[src/rtl/vga_keypad_renderer.sv]
// Keypad renderer: ROWS x COLS bordered tiles with seven-segment glyphs, a
// frame-synchronised cursor highlight and a timed select flash, 2-clk pixel pipeline.
module vga_keypad_renderer #(
    parameter int COLS         = 4,
    parameter int ROWS         = 4,
    parameter int ORIGIN_X     = 40,
    parameter int ORIGIN_Y     = 60,
    parameter int TILE_W       = 90,
    parameter int TILE_H       = 100,
    parameter int SEG_T        = 5,
    parameter int RGB_W        = 8,
    parameter int FLASH_FRAMES = 8,
    parameter logic [RGB_W-1:0] FG     = RGB_W'(8'hFF),
    parameter logic [RGB_W-1:0] BORDER = RGB_W'(8'h49),
    parameter logic [RGB_W-1:0] CURSOR = RGB_W'(8'hFC),
    parameter logic [RGB_W-1:0] FLASH  = RGB_W'(8'hE0)
) (
    input  logic             clk,
    input  logic             rst_n,
    input  logic [9:0]       pixel_x,
    input  logic [9:0]       pixel_y,
    input  logic             video_on,
    input  logic             hsync_i,
    input  logic             vsync_i,
    input  logic [RGB_W-1:0] bg,
    input  logic             btn_up,
    input  logic             btn_down,
    input  logic             btn_left,
    input  logic             btn_right,
    input  logic             btn_sel,
    output logic             hsync_o,
    output logic             vsync_o,
    output logic [RGB_W-1:0] rgb_o,
    output logic             key_valid,
    output logic [3:0]       key_code,
    output logic [5:0]       cursor_idx
);

    typedef enum logic {S_IDLE, S_FLASH} state_t;

    function automatic logic [5:0] tile_idx(input logic [2:0] r, input logic [2:0] c);
        return 6'({3'd0, r} * 6'(COLS)) + {3'd0, c};
    endfunction

    function automatic logic in_rng(input logic [31:0] v, input int lo, input int hi);
        return (v >= 32'(lo)) && (v <= 32'(hi));
    endfunction

    // Segment enables packed as {h,g,f,e,d,c,b,a}.
    function automatic logic [7:0] glyph_segs(input logic [3:0] code);
        case (code)
            4'd0:    return 8'b0011_1111;
            4'd1:    return 8'b0000_0110;
            4'd2:    return 8'b0101_1011;
            4'd3:    return 8'b0100_1111;
            4'd4:    return 8'b0110_0110;
            4'd5:    return 8'b0110_1101;
            4'd6:    return 8'b0111_1101;
            4'd7:    return 8'b0000_0111;
            4'd8:    return 8'b0111_1111;
            4'd9:    return 8'b0110_1111;
            4'd10:   return 8'b1100_0000;
            4'd11:   return 8'b0100_0000;
            4'd12:   return 8'b0100_1000;
            4'd13:   return 8'b0011_1001;
            4'd14:   return 8'b0111_1001;
            default: return 8'b0000_0000;
        endcase
    endfunction

    logic [31:0] px, py;
    logic        hx, hy, frame_s;
    logic [2:0]  col_s, row_s;
    logic [6:0]  lx_s, ly_s;

    assign px = {22'd0, pixel_x};
    assign py = {22'd0, pixel_y};

    always_comb begin
        hx    = 1'b0;
        hy    = 1'b0;
        col_s = 3'd0;
        row_s = 3'd0;
        lx_s  = 7'd0;
        ly_s  = 7'd0;
        for (int c = 0; c < COLS; c++) begin
            if (in_rng(px, ORIGIN_X + c * TILE_W, ORIGIN_X + c * TILE_W + 70)) begin
                hx    = 1'b1;
                col_s = 3'(c);
                lx_s  = 7'(px - 32'(ORIGIN_X + c * TILE_W));
            end
        end
        for (int r = 0; r < ROWS; r++) begin
            if (in_rng(py, ORIGIN_Y + r * TILE_H, ORIGIN_Y + r * TILE_H + 95)) begin
                hy    = 1'b1;
                row_s = 3'(r);
                ly_s  = 7'(py - 32'(ORIGIN_Y + r * TILE_H));
            end
        end
        frame_s = (px <= 32'd10) || (px >= 32'd620) || (py <= 32'd10) || (py >= 32'd470);
    end

    // Stage 1: tile coordinates, local offsets, hit flags, video_on and syncs
    logic [2:0] col_p1, row_p1;
    logic [6:0] lx_p1, ly_p1;
    logic       in_tile_p1, frame_p1;
    logic       vld_p1, hs_p1, vs_p1;

    always_ff @(posedge clk) begin
        col_p1     <= col_s;
        row_p1     <= row_s;
        lx_p1      <= lx_s;
        ly_p1      <= ly_s;
        in_tile_p1 <= hx & hy;
        frame_p1   <= frame_s;
    end

    always_ff @(posedge clk or negedge rst_n) begin
        if (!rst_n) begin
            vld_p1 <= 1'b0;
            hs_p1  <= 1'b1;
            vs_p1  <= 1'b1;
        end else begin
            vld_p1 <= video_on;
            hs_p1  <= hsync_i;
            vs_p1  <= vsync_i;
        end
    end

    // Cursor, shadow copy and select FSM
    logic [2:0]  col_q, row_q, col_n, row_n, sh_col, sh_row;
    logic        vs_d, tick;
    state_t      state_q, state_n;
    logic [7:0]  cnt_q, cnt_n;
    logic [5:0]  flash_idx_q, flash_idx_n, cur_idx;

    assign tick       = vs_d & ~vsync_i;
    assign cur_idx    = tile_idx(row_q, col_q);
    assign cursor_idx = cur_idx;

    always_comb begin
        col_n = col_q;
        row_n = row_q;
        if (btn_up)
            row_n = (row_q == 3'd0) ? 3'(ROWS - 1) : row_q - 3'd1;
        else if (btn_down)
            row_n = (row_q == 3'(ROWS - 1)) ? 3'd0 : row_q + 3'd1;
        else if (btn_left)
            col_n = (col_q == 3'd0) ? 3'(COLS - 1) : col_q - 3'd1;
        else if (btn_right)
            col_n = (col_q == 3'(COLS - 1)) ? 3'd0 : col_q + 3'd1;
    end

    always_comb begin
        state_n     = state_q;
        cnt_n       = cnt_q;
        flash_idx_n = flash_idx_q;
        if (btn_sel) begin
            state_n     = S_FLASH;
            cnt_n       = 8'(FLASH_FRAMES);
            flash_idx_n = cur_idx;
        end else if (state_q == S_FLASH && tick) begin
            if (cnt_q <= 8'd1) begin
                cnt_n   = 8'd0;
                state_n = S_IDLE;
            end else begin
                cnt_n = cnt_q - 8'd1;
            end
        end
    end

    always_ff @(posedge clk or negedge rst_n) begin
        if (!rst_n) begin
            col_q       <= 3'd0;
            row_q       <= 3'd0;
            sh_col      <= 3'd0;
            sh_row      <= 3'd0;
            vs_d        <= 1'b1;
            state_q     <= S_IDLE;
            cnt_q       <= 8'd0;
            flash_idx_q <= 6'd0;
            key_valid   <= 1'b0;
            key_code    <= 4'd0;
        end else begin
            col_q       <= col_n;
            row_q       <= row_n;
            vs_d        <= vsync_i;
            state_q     <= state_n;
            cnt_q       <= cnt_n;
            flash_idx_q <= flash_idx_n;
            key_valid   <= btn_sel;
            key_code    <= cur_idx[3:0];
            if (tick) begin
                sh_col <= col_q;
                sh_row <= row_q;
            end
        end
    end

    logic [31:0]      lxw, lyw;
    logic [5:0]       idx_p1;
    logic [7:0]       seg_hit, glyph;
    logic             ring_hit, glyph_hit;
    logic [RGB_W-1:0] rgb_n;

    assign lxw    = {25'd0, lx_p1};
    assign lyw    = {25'd0, ly_p1};
    assign idx_p1 = tile_idx(row_p1, col_p1);
    assign glyph  = (idx_p1 < 6'd16) ? glyph_segs(idx_p1[3:0]) : 8'd0;

    always_comb begin
        seg_hit[0] = in_rng(lxw, 20, 50) && in_rng(lyw, 20, 20 + SEG_T);
        seg_hit[1] = in_rng(lxw, 45, 50) && in_rng(lyw, 20, 45);
        seg_hit[2] = in_rng(lxw, 45, 50) && in_rng(lyw, 45, 70);
        seg_hit[3] = in_rng(lxw, 20, 50) && in_rng(lyw, 70, 75);
        seg_hit[4] = in_rng(lxw, 20, 20 + SEG_T) && in_rng(lyw, 45, 70);
        seg_hit[5] = in_rng(lxw, 20, 20 + SEG_T) && in_rng(lyw, 20, 45);
        seg_hit[6] = in_rng(lxw, 20, 50) && in_rng(lyw, 45, 50);
        seg_hit[7] = in_rng(lxw, 33, 37) && in_rng(lyw, 30, 60);
        glyph_hit  = in_tile_p1 && (|(glyph & seg_hit));
        ring_hit   = in_tile_p1 && ((lxw < 32'(SEG_T)) || (lxw > 32'(70 - SEG_T)) ||
                                    (lyw < 32'(SEG_T)) || (lyw > 32'(95 - SEG_T)));
        rgb_n = bg;
        if (!vld_p1)
            rgb_n = '0;
        else if (frame_p1)
            rgb_n = BORDER;
        else if (glyph_hit)
            rgb_n = FG;
        else if (ring_hit) begin
            if (state_q == S_FLASH && idx_p1 == flash_idx_q)
                rgb_n = FLASH;
            else if (idx_p1 == tile_idx(sh_row, sh_col))
                rgb_n = CURSOR;
            else
                rgb_n = BORDER;
        end
    end

    // Stage 2: glyph lookup, priority mux and output registers
    always_ff @(posedge clk or negedge rst_n) begin
        if (!rst_n) begin
            rgb_o   <= '0;
            hsync_o <= 1'b1;
            vsync_o <= 1'b1;
        end else begin
            rgb_o   <= rgb_n;
            hsync_o <= hs_p1;
            vsync_o <= vs_p1;
        end
    end

endmodule

[config.mk]
export PLATFORM = sky130hd
export DESIGN_NAME = vga_keypad_renderer
export DESIGN_NICKNAME = d
export VERILOG_FILES = /design/src/rtl/vga_keypad_renderer.sv
export SDC_FILE = /design/constraint.sdc
export NUM_CORES = 1
export LEC_CHECK = 0
export BUFFER_PORTS_ARGS = -buffer_cell sky130_fd_sc_hd__buf_2
export CAP_MARGIN = 25
export CORE_ASPECT_RATIO = 0.7
export CORE_UTILIZATION = 45
export DETAILED_ROUTE_END_ITERATION = 16
export SLEW_MARGIN = 20
export SYNTH_ARGS = -nofsm -noshare
export SYNTH_HDL_FRONTEND = slang
export SYNTH_SLANG_ARGS = --single-unit
[constraint.sdc]
create_clock -name clk -period 2.9 [get_ports clk]
set_input_delay 0.29 -clock clk [delete_from_list [all_inputs] [get_ports clk]]
set_output_delay 0.29 -clock clk [all_outputs]
set_load 0.02 [all_outputs]
==> results by stage <==
Clock tree:
- For the worst-skew pair, the clock arrives at the later sink with an insertion delay of 0.33 ns.
- After clock tree synthesis, the clock-pin slew on the worst setup and hold paths is 0.05 ns.
- The clock root buffer is sky130_fd_sc_hd__clkbuf_16.
- The count of cells resized by post-cts repair is 0.
- Counting every sink on the clock net gives 65.
- TritonCTS built the clock tree.
- The longest clock path from root to sink contains 2 buffers.
- The H-tree level count is 3.
- The number of buffers added by the clock tree synthesis step is 9.
- The number of buffers inserted by post-CTS setup repair is 0.
- Hold repair after CTS inserted 0 buffers.

STA:
- The post-route clock period utilization is 88.3%.
- The final-report max-slew violation count is 0.
- Setup repair after global routing left no endpoint under its margin.
- The fmax is 391 MHz.
- Measured against its own limit, the worst slew margin works out to 60.9%.
- The final setup TNS is 0 ns.
- The transition time at the pin with the least slew margin is 0.580 ns.
- The hold slack is -0.0398 ns.
- The worst-case clock skew is 0.00567 ns.
- The number of failing setup endpoints in the final timing report is 0.
- The final critical path time including I/O delays and setup is 2.56 ns.
- The count of final hold-check violations is 41.

Die:
- The starting utilization of the core area is 47.5%.
- For this design the top-level I/O count stands at 59.
- The horizontal die dimension is 124 um.
- The vertical die dimension is 87.6 um.
- The placeable core region is 9910 um^2.
- The floorplan step defined a die boundary enclosing 10900 um^2.
- Row generation in the floorplan step produced 30 rows.

Yosys:
- After Yosys synthesis, and, or, nand and nor cells account for 19.9% of the synthesized area.
- The cell taking the most area after synthesis is sky130_fd_sc_hd__dfrtp_1.
- The synthesized netlist occupies a cell area of 4710 um^2.
- Sorting the synthesized cells by area gives the leading types as sky130_fd_sc_hd__dfrtp_1 22%, sky130_fd_sc_hd__ha_1 11%, sky130_fd_sc_hd__dfxtp_1 8.5%.
- The post-synthesis async set-or-reset flop share is 69.2%.
- The synthesized design contains 0 enable-type register cells.
- The register bit count reported by yosys is 65.
- After Yosys synthesis, full adders, half adders and majority gates account for 11.4% of the synthesized area.
- Of the post-synthesis cell area, the part taken by muxes is 5.87%.
- The post-synth net total is 607.
- The share of the yosys chip area belonging to registers is 32.5%.
- The synthesized netlist devotes 23.0% of its cell area to compound gates.
- The synthesized netlist contains 85 unique library cells.
- Of the post-synthesis cell area, the dominant cell type holds 21.8%.
- After synthesis, the mean cell area works out to 8.95 um^2.
- The dominant combinational cell family by area after synthesis is compound AO/OA/AOI/OAI gates.
- Yosys printed 0 warnings.
- The cell count after synthesis came out at 526.
- The commonest register cell after synthesis is sky130_fd_sc_hd__dfrtp_1.
- The xor-xnor portion of the synthesized cell area is 2.23%.

Power:
- The leakage power figure is 2.39 nW.
- The worst-case vdd ir drop is 0.309 mV.
- In this run the power density over the cells is 624 nW/um^2.

Worst setup path:
- For the worst setup path, the data required time is 3.16 ns.
- The capturing element type of the critical path is a flop.
- The slowest library cell on the worst path is sky130_fd_sc_hd__dfxtp_1.
- The endpoint arrival time on the critical path is 2.82 ns.
- Walking the worst path, the cells encountered are inv_1, ha_1, inv_1, mux4_2, o32ai_1, o221ai_1, nand4_2, o311a_1.
- The worst setup path is launched from a flop.
- Measured in cells, the most critical reg-to-reg path has a length of 8.
- In this run the critical register-to-register path is launched from col_p1[1].
- In this design, the stage delay of the slowest critical-path cell is 0.53 ns.
- The dominant cell type by count on the critical path is sky130_fd_sc_hd__inv_1.
- The worst-path maximum fanout is 9.
- The startpoint of the worst setup timing path is col_p1[1].
- The critical path class is flop to flop.

Cells and area:
- The fraction of final layout cells with drive strength greater than 1 is 20.4%.
- Compared with the post-synthesis result, the final layout area differs by 13.6%.
- The net count of the finished layout is 660.
- In the layout the commonest cells are 57 x sky130_fd_sc_hd__buf_2, 49 x sky130_fd_sc_hd__nor2_1, 43 x sky130_fd_sc_hd__ha_1.
- Excluding fillers, the count of instances in the completed layout stands at 712.
- The final standard cell utilization of the core is 54.0%.
- Leaving out fill and tap cells, the most frequent cell in the layout is sky130_fd_sc_hd__buf_2.
- The count of filler cells inserted in the layout is 932.
- After routing the design area is 5350 um^2.
- 0 antenna diodes ended up in the layout.

Placed design:
- During placement, the flow inserted port buffers numbering 58.
- Routability-driven placement finished with a final weighted congestion of 0.876.
- The detailed placement HPWL is 8260 um.
- The placed instances occupy a cell area of 5070 um^2.
- Counting tap cells, the placed design contains a total of 696 instances.

Global route:
- The number of global-route vias before repair is 3748.
- Global routing consumed, over all layers together, 21.3% of the routing resources.
- The total overflow left after global routing is 0.
- The number of antenna violations at the first check in global routing is 0.
- The first global-routing pass estimated 18700 um of wire.
- The maximum number of pins on one net before global-route repair is 46.

Routing:
- Detailed routing inserted a total of 4219 vias.
- Dividing the detail-routed via count by the number of cells gives 5.93.
- In the routed design, unresolved DRC markers number 0.
- For this block, the routed nets add up to 11200 um of wire.
- The post-route antenna net violation count is 0.
- Dividing the detail-routed wire length by the instance count gives 15.7 um.
- The starting DRC count in detailed routing is 407.
- The first TritonRoute pass finished after 5 iterations.

Status:
- The final reports fail on hold timing.
- The run finished, with violations left.

Worst hold path:
- The worst hold path class is input port to async pin.

Job:
- Max-cap violations in this run came to 0.
-- registers in the layout (all words and copies together) (netlist names) --
| signal | cells |
|---|---|
| cnt_q | 8 |
| col_p1 | 2 |
| col_q | 3 |
| flash_idx_q | 6 |
| frame_p1 | 1 |
| hs_p1 | 1 |
| hsync_o | 1 |
| in_tile_p1 | 1 |
| key_code | 4 |
| key_valid | 1 |
| lx_p1 | 7 |
| ly_p1 | 7 |
| rgb_o | 8 |
| row_p1 | 2 |
| row_q | 3 |
| sh_col | 3 |
| sh_row | 3 |
| state_q | 1 |
| vld_p1 | 1 |
| vs_d | 1 |
| vsync_o | 1 |
-- cell families after synthesis --
kind of cell,Yosys count
AO/OA/AOI/OAI,151
XOR/XNOR,12
flip-flops,65
multiplexers,23
adder cells (fa/ha/maj),43
buffers and inverters,51
AND/OR/NAND/NOR,181
-- layout make-up --
cell class | instances | area, um^2 | share of cell area [%]
Inverter | 31 | 116 | 2.18
Clock buffer | 13 | 260 | 4.87
Multi-Input combinational cell | 410 | 2940 | 55.0
Clock inverter | 3 | 15.0 | 0.281
Sequential cell | 65 | 1530 | 28.6
Tap cell | 128 | 160 | 3.00
Timing Repair Buffer | 62 | 323 | 6.04
-- cell usage after synthesis, types with 3 or more instances --
library cell                 n
sky130_fd_sc_hd__and2_1      3
sky130_fd_sc_hd__nand4_1     4
sky130_fd_sc_hd__a211oi_1    4
sky130_fd_sc_hd__o2111ai_1   3
sky130_fd_sc_hd__dfxtp_1    20
sky130_fd_sc_hd__a221o_1     4
sky130_fd_sc_hd__xor2_1     10
sky130_fd_sc_hd__o21ai_0    28
sky130_fd_sc_hd__buf_2       3
sky130_fd_sc_hd__or2_2       5
sky130_fd_sc_hd__o221ai_1    7
sky130_fd_sc_hd__nor3_1     11
sky130_fd_sc_hd__nand2b_1    8
sky130_fd_sc_hd__o21ai_1     5
sky130_fd_sc_hd__a221oi_1    3
sky130_fd_sc_hd__a21oi_1    28
sky130_fd_sc_hd__nor4_1      4
sky130_fd_sc_hd__nor2b_1    10
sky130_fd_sc_hd__o211ai_1    8
sky130_fd_sc_hd__a31oi_1     6
sky130_fd_sc_hd__mux2_2     16
sky130_fd_sc_hd__dfrtp_1    41
sky130_fd_sc_hd__nor2_1     49
sky130_fd_sc_hd__o31ai_1     3
sky130_fd_sc_hd__a21o_1      5
sky130_fd_sc_hd__buf_4       7
sky130_fd_sc_hd__ha_1       43
sky130_fd_sc_hd__a41oi_1     4
sky130_fd_sc_hd__dfstp_2     4
sky130_fd_sc_hd__and3_1      7
sky130_fd_sc_hd__nand2_1    38
sky130_fd_sc_hd__nor3b_1     4
sky130_fd_sc_hd__inv_1      29
sky130_fd_sc_hd__or3_1       6
sky130_fd_sc_hd__nand3_1    14
sky130_fd_sc_hd__a22oi_1     4
sky130_fd_sc_hd__o22ai_1     3
sky130_fd_sc_hd__clkbuf_1    8
sky130_fd_sc_hd__mux2i_1     4
-- metal layers --
| metal | vias to the layer above | share of wire, % | wire (um) | global-route usage [%] |
|---|---|---|---|---|
| met5 | - | 0 | 0 | 0 |
| met4 | 0 | 0.95 | 106 | 6.24 |
| met3 | 14 | 8.0 | 900 | 5.80 |
| met2 | 173 | 39 | 4340 | 28.7 |
| met1 | 1980 | 52 | 5840 | 32.7 |
| li1 | 2052 | - | - | - |
-- worst max-delay path, delay by kind of cell (launching register included) --
kind                     cells  cell delay, ns
flip-flops                   1            0.53
AO/OA/AOI/OAI                3            0.76
buffers and inverters        2            0.18
AND/OR/NAND/NOR              1            0.22
multiplexers                 1            0.46
adder cells (fa/ha/maj)      1            0.32
-- power by group --
| group | switching [mW] | internal, mW |
|---|---|---|
| clock network | 0.362 | 0.620 |
| registers | 0.201 | 1.10 |
| logic | 0.590 | 0.466 |
| total | 1.15 | 2.18 |
-- final timing paths --
check,end,slack (ns)
min in group clk,hs_p1,0.06
hold reg to reg,hsync_o,0.36
setup / recovery,rgb_o[0],0.34
hold / removal,vld_p1,-0.04
max in group asynchronous,hsync_o,2.54
setup reg to reg,rgb_o[0],0.34
-- per-stage QoR --
| step | setup WS, ns | power [mW] | hold slack [ns] |
|---|---|---|---|
| 2_1_floorplan | 0.752 | 2.07 | -0.00559 |
| 3_3_place_gp | 0.499 | 2.34 | 0.345 |
| 3_5_place_dp | 0.387 | 2.37 | 0.347 |
| 4_1_cts | 0.377 | 3.37 | 0.0481 |
| 5_1_grt | 0.140 | 3.58 | 0.00890 |
| 6_report | 0.341 | 3.34 | -0.0398 |
Power figures use the tool's default switching activity.
